--- config.mk ---
export PLATFORM = sky130hd
export DESIGN_NAME = mldsa_job_sched
export DESIGN_NICKNAME = d
export VERILOG_FILES = /design/src/rtl/mldsa_sched_pkg.sv /design/src/rtl/mldsa_sched_fifo.sv /design/src/rtl/mldsa_job_sched.sv
export SDC_FILE = /design/constraint.sdc
export NUM_CORES = 1
export LEC_CHECK = 0
export BUFFER_PORTS_ARGS = -buffer_cell sky130_fd_sc_hd__buf_2
export CORE_ASPECT_RATIO = 0.8
export CORE_MARGIN = 2
export CORE_UTILIZATION = 35
export DETAILED_ROUTE_END_ITERATION = 10
export PLACE_DENSITY = 0.66
export SLEW_MARGIN = 20
export SYNTH_ARGS = -nofsm -noshare
export SYNTH_HDL_FRONTEND = slang
export SYNTH_SLANG_ARGS = --single-unit
export TNS_END_PERCENT = 10
--- constraint.sdc ---
create_clock -name clk -period 4 [get_ports clk]
set_clock_uncertainty 0.05 [all_clocks]
set_input_delay 0.6 -clock clk [delete_from_list [all_inputs] [get_ports clk]]
set_output_delay 0.6 -clock clk [all_outputs]
set_load 0.1 [all_outputs]
--- src/rtl/mldsa_sched_pkg.sv ---
// Shared encodings for the MLDSA job sequencer: core modes, completion status codes and FSM states.
package mldsa_sched_pkg;

    typedef enum logic [1:0] {
        MODE_KEYGEN  = 2'b00,
        MODE_SIGN    = 2'b01,
        MODE_VERIFY  = 2'b10,
        MODE_ILLEGAL = 2'b11
    } mode_e;

    // ST_NONE is only ever held internally while a job is in flight; it is never reported.
    typedef enum logic [1:0] {
        ST_OK       = 2'd0,
        ST_BAD_MODE = 2'd1,
        ST_TIMEOUT  = 2'd2,
        ST_NONE     = 2'd3
    } status_e;

    typedef enum logic [1:0] {
        S_IDLE,
        S_START,
        S_BUSY,
        S_REPORT
    } state_e;

    function automatic logic mode_is_legal(input logic [1:0] mode);
        return mode != MODE_ILLEGAL;
    endfunction

endpackage

--- src/rtl/mldsa_sched_fifo.sv ---
// Synchronous command FIFO for the job sequencer; DEPTH must be a power of two so the pointers wrap freely.
module mldsa_sched_fifo #(
    parameter int DEPTH = 4,
    parameter int WIDTH = 10
) (
    input  logic                     clk,
    input  logic                     reset,
    input  logic                     push,
    input  logic [WIDTH-1:0]         wdata,
    input  logic                     pop,
    output logic [WIDTH-1:0]         rdata,
    output logic                     full,
    output logic                     empty,
    output logic [$clog2(DEPTH):0]   level
);

    localparam int AW = $clog2(DEPTH);

    logic [WIDTH-1:0] mem [DEPTH];
    logic [AW-1:0]    wr_ptr;
    logic [AW-1:0]    rd_ptr;
    logic [AW:0]      count;
    logic             do_push;
    logic             do_pop;

    assign full    = (count == (AW+1)'(DEPTH));
    assign empty   = (count == '0);
    assign level   = count;
    assign rdata   = mem[rd_ptr];
    assign do_push = push & ~full;
    assign do_pop  = pop & ~empty;

    always_ff @(posedge clk) begin
        if (reset) begin
            wr_ptr <= '0;
            rd_ptr <= '0;
            count  <= '0;
        end else begin
            if (do_push) begin
                wr_ptr <= wr_ptr + 1'b1;
            end
            if (do_pop) begin
                rd_ptr <= rd_ptr + 1'b1;
            end
            case ({do_push, do_pop})
                2'b10:   count <= count + 1'b1;
                2'b01:   count <= count - 1'b1;
                default: count <= count;
            endcase
        end
    end

    // Storage needs no reset: entries are only read once the count says they were written.
    always_ff @(posedge clk) begin
        if (do_push) begin
            mem[wr_ptr] <= wdata;
        end
    end

endmodule

--- src/rtl/mldsa_job_sched.sv ---
// Job sequencer in front of the MLDSA core: queues {mode, tag} jobs, runs them one at a time, returns completion records.
// Optional watchdog enabled by defining MLDSA_SCHED_TIMEOUT_EN.
module mldsa_job_sched
    import mldsa_sched_pkg::*;
#(
    parameter int DEPTH       = 4,
    parameter int TAG_W       = 8,
    parameter int BEAT_W      = 16,
    parameter int TIMEOUT_CYC = 1048576
) (
    input  logic                     clk,
    input  logic                     reset,
    input  logic                     cmd_valid,
    output logic                     cmd_ready,
    input  logic [1:0]               cmd_mode,
    input  logic [TAG_W-1:0]         cmd_tag,
    output logic                     cpl_valid,
    input  logic                     cpl_ready,
    output logic [TAG_W-1:0]         cpl_tag,
    output logic [1:0]               cpl_status,
    output logic [BEAT_W-1:0]        cpl_beats,
    output logic                     cpl_last_seen,
    output logic                     core_start,
    output logic [1:0]               core_mode,
    input  logic                     core_done,
    output logic                     core_abort,
    input  logic                     mon_valid,
    input  logic                     mon_ready,
    input  logic                     mon_last,
    output logic                     busy,
    output logic [$clog2(DEPTH):0]   q_level
);

    localparam int QW = 2 + TAG_W;

    state_e            state;
    state_e            state_nxt;
    logic              q_full;
    logic              q_empty;
    logic              q_push;
    logic              q_pop;
    logic [QW-1:0]     q_head;
    logic [1:0]        head_mode;
    logic [TAG_W-1:0]  head_tag;
    logic              beat_hs;
    logic              tmo_hit;

    assign q_push    = cmd_valid & cmd_ready;
    assign cmd_ready = ~q_full;
    assign head_mode = q_head[QW-1 -: 2];
    assign head_tag  = q_head[TAG_W-1:0];
    assign beat_hs   = mon_valid & mon_ready;
    assign busy      = (state != S_IDLE) | ~q_empty;

    mldsa_sched_fifo #(
        .DEPTH (DEPTH),
        .WIDTH (QW)
    ) u_fifo (
        .clk   (clk),
        .reset (reset),
        .push  (q_push),
        .wdata ({cmd_mode, cmd_tag}),
        .pop   (q_pop),
        .rdata (q_head),
        .full  (q_full),
        .empty (q_empty),
        .level (q_level)
    );

`ifdef MLDSA_SCHED_TIMEOUT_EN
    localparam int TW = (TIMEOUT_CYC > 2) ? $clog2(TIMEOUT_CYC) : 1;
    localparam logic [TW-1:0] TMO_LAST = TW'(TIMEOUT_CYC - 1);

    logic [TW-1:0] tmo_cnt;

    // Counts BUSY cycles only; the first BUSY cycle sees zero. A done on the limit cycle wins.
    always_ff @(posedge clk) begin
        if (reset || state != S_BUSY) begin
            tmo_cnt <= '0;
        end else begin
            tmo_cnt <= tmo_cnt + 1'b1;
        end
    end

    assign tmo_hit = (state == S_BUSY) && (tmo_cnt == TMO_LAST) && !core_done;
`else
    assign tmo_hit = 1'b0;
`endif

    always_ff @(posedge clk) begin
        if (reset) begin
            state <= S_IDLE;
        end else begin
            state <= state_nxt;
        end
    end

    // A stale done level from the previous job is ignored in START by construction.
    always_comb begin
        state_nxt = state;
        unique case (state)
            S_IDLE: begin
                if (q_pop) begin
                    state_nxt = mode_is_legal(head_mode) ? S_START : S_REPORT;
                end
            end
            S_START: begin
                state_nxt = S_BUSY;
            end
            S_BUSY: begin
                if (core_done || tmo_hit) begin
                    state_nxt = S_REPORT;
                end
            end
            S_REPORT: begin
                if (cpl_ready) begin
                    state_nxt = S_IDLE;
                end
            end
            default: begin
                state_nxt = S_IDLE;
            end
        endcase
    end

    always_comb begin
        cpl_valid  = (state == S_REPORT);
        core_start = (state == S_START);
        q_pop      = (state == S_IDLE) && !q_empty && !cpl_valid;
        core_abort = tmo_hit;
    end

    // Completion record doubles as the live job context: tag latched on pop, beats/last accumulated in BUSY.
    always_ff @(posedge clk) begin
        if (reset) begin
            cpl_tag       <= '0;
            cpl_status    <= ST_OK;
            cpl_beats     <= '0;
            cpl_last_seen <= 1'b0;
            core_mode     <= MODE_KEYGEN;
        end else if (q_pop) begin
            cpl_tag       <= head_tag;
            cpl_beats     <= '0;
            cpl_last_seen <= 1'b0;
            if (mode_is_legal(head_mode)) begin
                cpl_status <= ST_NONE;
                core_mode  <= head_mode;
            end else begin
                cpl_status <= ST_BAD_MODE;
            end
        end else if (state == S_BUSY) begin
            if (beat_hs) begin
                if (cpl_beats != {BEAT_W{1'b1}}) begin
                    cpl_beats <= cpl_beats + 1'b1;
                end
                if (mon_last) begin
                    cpl_last_seen <= 1'b1;
                end
            end
            if (core_done) begin
                cpl_status <= ST_OK;
            end else if (tmo_hit) begin
                cpl_status <= ST_TIMEOUT;
            end
        end
    end

endmodule

==> metrics.yaml, run 1 <==
holdBufCountCts: 0
dpl_cell_area_sq_mm: 0.00373
final_core_util_pct: 44.3
synthMuxAreaShare_pct: 6.69
routabilityCongestion: 0.807
wl_met3_um: 467
totalWireLength_um: 7290
setup_ws_ns: 0.866
rows: 31
pwr-share-seq_pct: 33.5
synth_ff_type: "edfxtp_1"
grt.total_usage_pct: 14.4
grt_pass1_wl_um: 11600
syn-mean-instance-area_sq_um: 11.9
hold_viol_final: 0
synth_compound_area_share_pct: 10.1
final_antenna_net_count: 0
synth_top_family_by_area: "simple AND/OR/NAND/NOR gates"
grt_pass1_vias: 2269
syn_nets: 312
power_w: 0.00334
synth_fa_ha_area_share_pct: 4.68
vias: 2409
cp-start-kind: "flop"
p_int_w: 0.00192
synth_edf_count: 40
synth_cell_types: 44
wl_met1_um: 3460
synth-seq-area-share_pct: 59.5
tightest_slew_ns: 0.829
crit_start: "state[0]"
period_share_pct: 78.3
post_cts_buffers: 0
core_sq_mm: 0.00919
worstPathArrival_ns: 3.33
cts_tree: "built"
yosysWarnings: 0
slew_violations: 0
grt_max_degree: 23
async_flop_share_pct: 0
synth_area_sq_mm: 0.00337
crit_path_max_incr_delay_ns: 0.40
ys_seq_elements: 80
antenna_found_initial: 0
nNetsFinal: 367
htreeDepth: 3
clock-root-buffer: "clkbuf_16"
place_hpwl_um: 5180
initialDrtViolationCount: 107
diodes: 0
sw_frac_of_total_pct: 42.7
port_buffers: 53
dieArea_sq_mm: 0.0104
io_pins: 55
yosys.area_share.simple_pct: 14.8
finalSetupTns_ns: 0
crit_chain: "inv_1 -> ha_1 -> nor2b_1 -> nand2_1 -> inv_1 -> ha_1 -> inv_1 -> fa_1 -> xor2_1 -> or3_1 -> a21oi_1"
cts_made_buffers: 9
max_freq_mhz: 319
dr.pass1.iters: 4
highest_layer: "met4"
relSlewSlack_pct: 44.2
final_cell_area_sq_mm: 0.00408
cts.sinks: 80
p_per_area_mw_per_mm2: 820
power.switching_w: 0.00143
overflow: 0
post-route-drc-count: 0
clock_power_share_pct: 27.7
dp_slack_ns: 0.896
path_class: "reg -> reg"
fillCellCount: 830
clk_pin_slew_ns: 0.06
cap_violations: 0
worstReg2RegStart: "state[0]"
clkLatencyLatePin_ns: 0.33
irDropWorstVdd_v: 0.000308
min_path_type: "reg -> reg"
synth_xor_area_share_pct: 1.30
min_period_ns: 3.13
setup_viol: 0
status: "finished clean"
clock_path_buffers: 2
dieWidth_um: 114
combPwrFrac_pct: 38.8
required_ns: 4.20
area_delta_synth_final_pct: 21.1
drive_gt1_share_pct: 24.9
cp_common_cell: "inv_1"
start_util_pct: 36.6
die_h_um: 91.7
min_from: "cpl_tag[6]"
wl_per_cell_um: 15.9
rsz0062_at_grt: "no"
synth_cells: 282
leakagePower_nw: 1.55
cp_slowest_cell: "inv_1"
path_max_fanout: 15
drt-vias-per-instance: 5.27
end_kind: "flop"
cts_resized: 0
met2WireLength_um: 3240
## worst max-delay path, delay by kind of cell (launching register included)
family	cells	cell delay [ns]
AND/OR/NAND/NOR	3	0.93
adder cells (fa/ha/maj)	3	0.83
buffers and inverters	3	0.57
flip-flops	1	0.34
XOR/XNOR	1	0.16
AO/OA/AOI/OAI	1	0.16
## Yosys cell counts, types with 2 or more instances
cell      instances  area share (%)
a21oi_1          28             4.2
and2_1            2            0.37
and3_1            7             1.3
buf_2             2            0.30
clkbuf_1          6            0.67
dfxtp_1          40              24
edfxtp_1         40              36
ha_1             11             4.1
inv_1            12             1.3
mux4_2           10             6.7
nand2_1          32             3.6
nand3_1           8             1.2
nand4_1           5            0.93
nor2_1           14             1.6
nor2b_1           2            0.37
nor3_1            2            0.30
nor4_1            3            0.56
o21ai_0          12             1.8
o221a_2           2            0.67
o311ai_0          2            0.52
o31ai_1           3            0.67
o41ai_1           2            0.52
or3_1            11             2.0
or4_1             3            0.67
xnor2_1           2            0.52
xor2_1            3            0.78
## cell usage in the layout, fill, tap and decap left out, types with 2 or more instances in the layout
cell,count
xor2_1,3
o41ai_1,2
or4_1,3
a21oi_1,28
or3_1,11
and2_1,2
nand2_1,32
bufinv_16,3
buf_2,53
nor3_1,2
xnor2_1,2
nor2b_1,2
and3_1,7
o311ai_0,2
nand3_1,8
o221a_2,2
inv_1,12
nor4_1,3
o21ai_0,12
mux4_2,10
clkbuf_16,9
ha_1,11
o31ai_1,3
nor2_1,14
nand4_1,5
dfxtp_1,40
edfxtp_1,40
## worst paths after layout
path,end,slack (ns),cells after the start
worst max register to register,u_fifo.level[2],0.87,11
worst max-delay path,u_fifo.level[2],0.87,11
worst min-delay path,cpl_tag[6],0.41,2
worst min register to register,cpl_tag[6],0.41,2
## flip-flops by register name, indices dropped and copies added (netlist names), named ones only
name	flops
cpl_tag	8
cpl_status	2
u_fifo.level	3
cpl_last_seen	1
u_fifo.wr_ptr	2
u_fifo.mem	40
core_mode	2
u_fifo.rd_ptr	2
cpl_beats	16
state	2
## cell families after synthesis
| group | Yosys count |
|---|---|
| adders and majority gates | 12 |
| muxes | 10 |
| and+or+nand+nor | 96 |
| AOI/OAI and AO/OA | 56 |
| buffers and inverters | 22 |
| xor gates and xnor gates | 5 |
| other | 1 |
| DFF | 80 |
## cell type report
class / instances / area (sq um) / area share (%)
sequential: 80 / 2000 / 49.1
multi-input combinational: 180 / 1270 / 31.1
timing repair buffer: 54 / 273 / 6.69
clock buffer: 9 / 225 / 5.52
tap: 115 / 144 / 3.53
clock inverter: 7 / 119 / 2.92
inverter: 12 / 45.0 / 1.10
## power by group through the flow
stage	registers (W)	logic, W	clock network (W)
floorplan	0.00154	0.000660	0
global placement	0.00113	0.00128	0
detailed placement	0.00114	0.00130	0
CTS	0.00112	0.00130	0.000945
global route	0.00114	0.00138	0.000984
finish	0.00112	0.00130	0.000927
## per-layer routing
layer | up-vias | track usage (%)
met5 | - | 0
met4 | 0 | 5.89
met3 | 6 | 4.96
met2 | 57 | 20.8
met1 | 1191 | 19.8
li1 | 1155 | -
## metrics by stage
stage / hold slack, ns / std cells
floorplan: 0.419 / 282
detailed placement: 0.403 / 441
CTS: 0.413 / 457
finish: 0.407 / 457
global placement: 0.395 / 441
global route: 0.432 / 457
Note: power is estimated with default switching activity, not from simulation.
==> inputs of run 2 (changes only) <==
- PLACE_DENSITY: 0.66 -> 0.68
- clock period: 4 -> 2.8 ns (I/O delays scaled with it)
==> run 2 against run 1 <==
  * Non-clock buffer count grew 4
  * Sequential power grew 40%
  * Clock power grew 22%
==> metrics.yaml, run 2 (same netlist as run 1, synthesis figures left out) <==
post-route-drc-count: 0  # unchanged
cts_made_buffers: 9  # unchanged
clock_path_buffers: 2  # unchanged
clkLatencyLatePin_ns: 0.33  # about the same
slew_violations: 0  # unchanged
clk_pin_slew_ns: 0.06  # about the same
end_kind: "flop"
overflow: 0  # unchanged
diodes: 0  # unchanged
reg2reg_depth: 11  # unchanged
fillCellCount: 816  # -1.7%
nNetsFinal: 371  # +1.1%
setup_viol: 0  # unchanged
relSlewSlack_pct: 52.8  # +8.6 points
grt_pass1_wl_um: 11400  # -1.8%
die_h_um: 91.7  # unchanged
min_period_ns: 2.56  # -0.571 ns
regToRegSetupSlack_ns: 0.24  # -0.63 ns
rsz0062_at_grt: "no"
vias: 2372  # -1.5%
wl_per_cell_um: 15.0  # -5.9%
path_max_fanout: 4  # -11
grt_max_degree: 23  # unchanged
tightest_slew_ns: 0.702  # -0.127 ns
io_pins: 55  # unchanged
cts_resized: 0  # unchanged
finalSetupTns_ns: 0  # unchanged
antenna_found_initial: 0  # unchanged
start_util_pct: 36.6  # unchanged
whs_ns: 0.260  # -0.147 ns
htreeDepth: 3  # unchanged
reg_top3: "u_fifo.mem (40), cpl_beats (16), cpl_tag (8)"
p_per_area_mw_per_mm2: 1140  # +39%
min_path_type: "in -> reg"
hold_viol_final: 0  # unchanged
port_buffers: 53  # unchanged
worstPathArrival_ns: 2.77  # -0.56 ns
power_w: 0.00464  # +39%
dieArea_sq_mm: 0.0104  # unchanged
cts_tree: "built"
final_core_util_pct: 44.3  # about the same
grt_pass1_vias: 2324  # +2.4%
dr.pass1.iters: 7  # +3
period_share_pct: 91.5  # +13 points
final_antenna_net_count: 0  # unchanged
drive_gt1_share_pct: 26.9  # +2.0 points
dieWidth_um: 114  # unchanged
status: "finished clean"
cts.sinks: 80  # unchanged
irDropWorstVdd_v: 0.000430  # +39%
grt.total_usage_pct: 14.0  # -0.45 points
layout.area.seq_sq_mm: 0.00201  # +0.31%
core_sq_mm: 0.00919  # unchanged
place_hpwl_um: 4880  # -5.8%
leakagePower_nw: 1.54  # -0.11%
path_class: "reg -> reg"
routabilityCongestion: 0.816  # +1.1%
final_common_cell: "buf_2"
rows: 31  # unchanged
required_ns: 3.00  # -1.20 ns
regMostFlops: "u_fifo.mem"
totalWireLength_um: 6920  # -5.1%
area_delta_synth_final_pct: 21.0  # about the same
worstReg2RegStart: "state[0]"
post_cts_buffers: 0  # unchanged
initialDrtViolationCount: 115  # +7.5%
reg2reg_to: "u_fifo.level[2]"
cp-endpoint: "u_fifo.level[2]"
multiInputGateArea_sq_mm: 0.00128  # +1.2%
cap_violations: 0  # unchanged
final_cell_mix: "buf_2 (53), edfxtp_1 (40), dfxtp_1 (37)"
crit_start: "state[0]"
holdBufCountCts: 0  # unchanged
clock-root-buffer: "clkbuf_16"
largest_register_ffs: 40  # unchanged
cp-start-kind: "flop"
drt-vias-per-instance: 5.15  # -2.4%
max_freq_mhz: 390  # +22%
[run 2: cell count changes in the layout (fill, tap and decap cells not counted), moves of 2 or more]
cell	delta
bufinv_16	-2
dfxtp_1	-3
clkinv_2	+2
dfxtp_2	+2
buf_4	+4
[run 2: area by class of cell]
class,count,share of cell area (%)
repair buffers,58,7.43
inverters,12,1.11
well taps,115,3.53
multi-input cells,180,31.5
clock inverters,6,1.47
clock buffers,10,5.62
flip-flops and latches,80,49.3
[run 2: worst min-delay path by stage]
| stage | cells after the start | endpoint | from |
|---|---|---|---|
| after floorplan | 2 | u_fifo.wr_ptr[1] | u_fifo.wr_ptr[1] |
| after global placement | 2 | cpl_tag[5] | cpl_tag[5] |
| after detailed placement | 2 | cpl_tag[5] | cpl_tag[5] |
| after CTS | 1 | u_fifo.mem[1][9] | cmd_mode[1] |
| after global routing | 1 | u_fifo.mem[1][9] | cmd_mode[1] |
| final | 1 | u_fifo.mem[0][7] | cmd_tag[7] |
[run 2: through the flow]
step           cell area (sq um)  setup WS (ns)  instances
2_1_floorplan               3390         0.0665        282
3_3_place_gp                3780          0.382        445
3_5_place_dp                3780          0.251        445
4_1_cts                     4070          0.251        461
5_1_grt                     4070         0.0317        461
6_report                    4070          0.237        461
[run 2: metal layers]
metal / up-vias / global-route usage (%) / wire length [um]
met4: 0 / 4.37 / 84
met2: 48 / 21.4 / 3090
met1: 1143 / 19.3 / 3410
met5: - / 0 / 0
met3: 6 / 4.03 / 334
li1: 1175 / - / -
[run 2: report_power, final]
part / leakage, nW / switching, W / internal [W] / total [W]
logic: 0.710 / 0.00145 / 0.000485 / 0.00194
registers: 0.694 / 0.000128 / 0.00144 / 0.00157
clock network: 0.140 / 0.000444 / 0.000686 / 0.00113
total: 1.54 / 0.00202 / 0.00261 / 0.00464
[run 2: critical path, stage by stage, from the launching register on]
cell and delay [ns]:
dfxtp_1 0.36, inv_1 0.12, ha_1 0.21, nor2b_1 0.31
nand2_1 0.11, inv_1 0.09, ha_1 0.19, inv_1 0.06
fa_1 0.38, xor2_1 0.16, or3_1 0.31, a21oi_1 0.14
==> inputs of run 3 (changes only) <==
- CORE_MARGIN: 2 -> not set
- RECOVER_POWER: not set -> 50
==> run 3 against run 2 <==
  * The flow now finishes with violations (DRC)
  * Worst hold slack improved by 0.021 ns
  * Clock power decreased by 4%
  * Clock-buffer cell count fell by 1
  * Critical path depth did not move
  * Highest routed layer unchanged
  * Register-to-register slack better by 0.02 ns
  * First-iteration DRC count up 30%
  * Routed wire length grew 2.8%
  * Final area is 0.89% lower
  * Cell count is the same
==> metrics.yaml, run 3 (same netlist as run 1, synthesis figures left out) <==
post-route-drc-count: 3  # +3
critPathTopFamily: "adder cells"
worstPathArrival_ns: 2.74  # -0.03 ns
drive_gt1_share_pct: 21.7  # -5.2 points
clock-root-buffer: "clkbuf_16"
met2WireLength_um: 3140  # +1.6%
clkLatencyLatePin_ns: 0.33  # about the same
grt_pass1_wl_um: 11600  # +1.2%
regMostFlops: "u_fifo.mem"
antenna_found_initial: 0  # unchanged
clk_pin_slew_ns: 0.07  # about the same
cts_resized: 0  # unchanged
finalSetupTns_ns: 0  # unchanged
initialDrtViolationCount: 150  # +30%
required_ns: 3.00  # about the same
grt_max_degree: 23  # unchanged
tightest_slew_ns: 1.18  # +0.473 ns
crit_chain: "inv_1 -> ha_1 -> nor2b_1 -> nand2_1 -> inv_1 -> ha_1 -> inv_1 -> fa_1 -> xor2_1 -> or3_1 -> a21oi_1"
cp_slowest_cell: "fa_1"
totalWireLength_um: 7110  # +2.8%
wl_met3_um: 495  # +48%
cp_common_cell: "inv_1"
path_max_fanout: 4  # unchanged
clock_path_buffers: 2  # unchanged
post_cts_buffers: 0  # unchanged
largest_register_ffs: 40  # unchanged
grt.total_usage_pct: 14.8  # +0.79 points
p_per_area_mw_per_mm2: 1140  # -0.28%
vias: 2346  # -1.1%
holdBufCountCts: 0  # unchanged
final_antenna_net_count: 0  # unchanged
period_share_pct: 90.8  # -0.78 points
port_buffers: 53  # unchanged
leakagePower_nw: 1.47  # -4.9%
dieArea_sq_mm: 0.0100  # -3.9%
max_freq_mhz: 393  # +0.86%
diodes: 0  # unchanged
irDropWorstVdd_v: 0.000412  # -4.1%
final_common_cell: "edfxtp_1"
crit_buf_inv: 3  # unchanged
status: "finished, violations left"
crit_path_max_incr_delay_ns: 0.37  # about the same
end_kind: "flop"
nNetsFinal: 371  # unchanged
die_h_um: 89.7  # -2.2%
slew_violations: 0  # unchanged
reg_top3: "u_fifo.mem (40), cpl_beats (16), cpl_tag (8)"
cp-start-kind: "flop"
highest_layer: "met4"
place_hpwl_um: 4920  # +0.80%
htreeDepth: 3  # unchanged
start_util_pct: 36.6  # unchanged
min_period_ns: 2.54  # -0.0217 ns
area_delta_synth_final_pct: 19.9
dieWidth_um: 112  # -1.8%
wl_per_cell_um: 15.4  # +2.8%
drt-vias-per-instance: 5.09  # -1.1%
relSlewSlack_pct: 22.0  # -31 points
cts.sinks: 80  # unchanged
rsz0062_at_grt: "no"
cts_tree: "built"
routabilityCongestion: 0.810  # -0.74%
min_path_type: "in -> reg"
cts_made_buffers: 9  # unchanged
power_w: 0.00458  # -1.2%
whs_ns: 0.281  # +0.0214 ns
final_cell_mix: "edfxtp_1 (40), dfxtp_1 (38), buf_2 (35)"
dr.pass1.iters: 8  # +1
core_sq_mm: 0.00919  # unchanged
grt_pass1_vias: 2354  # +1.3%
rows: 31  # unchanged
io_pins: 55  # unchanged
overflow: 0  # unchanged
hold_viol_final: 0  # unchanged
setup_viol: 0  # unchanged
cap_violations: 0  # unchanged
violations: "DRC"
wl_met1_um: 3400  # -0.18%
path_class: "reg -> reg"
==> run 3: cell count changes in the layout (fill, tap and decap cells not counted), sizes merged <==
cell | previous run | this run
clkbuf | 10 | 27
bufinv | 1 | 0
inv | 12 | 14
clkinvlp | 1 | 3
buf | 58 | 40
clkinv | 4 | 2
==> run 3: worst reg2reg max path, cell delays in order, from the launching register on <==
cell	delay, ns
dfxtp_1	0.36
inv_1	0.13
ha_1	0.22
nor2b_1	0.28
nand2_1	0.11
inv_1	0.09
ha_1	0.18
inv_1	0.06
fa_1	0.37
xor2_1	0.16
or3_1	0.30
a21oi_1	0.14
==> run 3: per-layer routing <==
| layer | track usage, % | vias to the layer above |
|---|---|---|
| li1 | - | 1168 |
| met1 | 19.3 | 1104 |
| met2 | 22.4 | 68 |
| met3 | 5.73 | 6 |
| met4 | 4.84 | 0 |
| met5 | 0 | - |
==> run 3: area by class of cell <==
| type | instances | area (sq um) |
|---|---|---|
| clock buffers | 9 | 225 |
| fillers | 856 | 5160 |
| well taps | 115 | 144 |
| inverters | 12 | 45.0 |
| flip-flops and latches | 80 | 2010 |
| multi-input cells | 180 | 1280 |
| repair buffers | 58 | 280 |
| clock inverters | 7 | 53.8 |
==> run 3: final timing paths <==
kind	from	end	slack, ns	cells past startpoint
worst max-delay path	state[1]	u_fifo.level[2]	0.26	11
worst min-delay path	mon_last	cpl_last_seen	0.28	3
worst max register to register	state[1]	u_fifo.level[2]	0.26	11
worst min register to register	cpl_tag[6]	cpl_tag[6]	0.40	2
==> run 3: through the flow <==
stage	util, %	worst slack [ns]	instances	area [sq um]
after CTS	44.2	0.285	461	4060
after detailed placement	41.2	0.303	445	3780
final	43.9	0.259	461	4040
after floorplan	-	0.0665	282	3390
after global routing	43.9	0.102	461	4040
after global placement	41.2	0.396	445	3780
==> run 3: power breakdown <==
part | internal [W] | switching [W]
sequential | 0.00144 | 0.000142
clock | 0.000606 | 0.000479
combinational | 0.000466 | 0.00145
total | 0.00251 | 0.00207
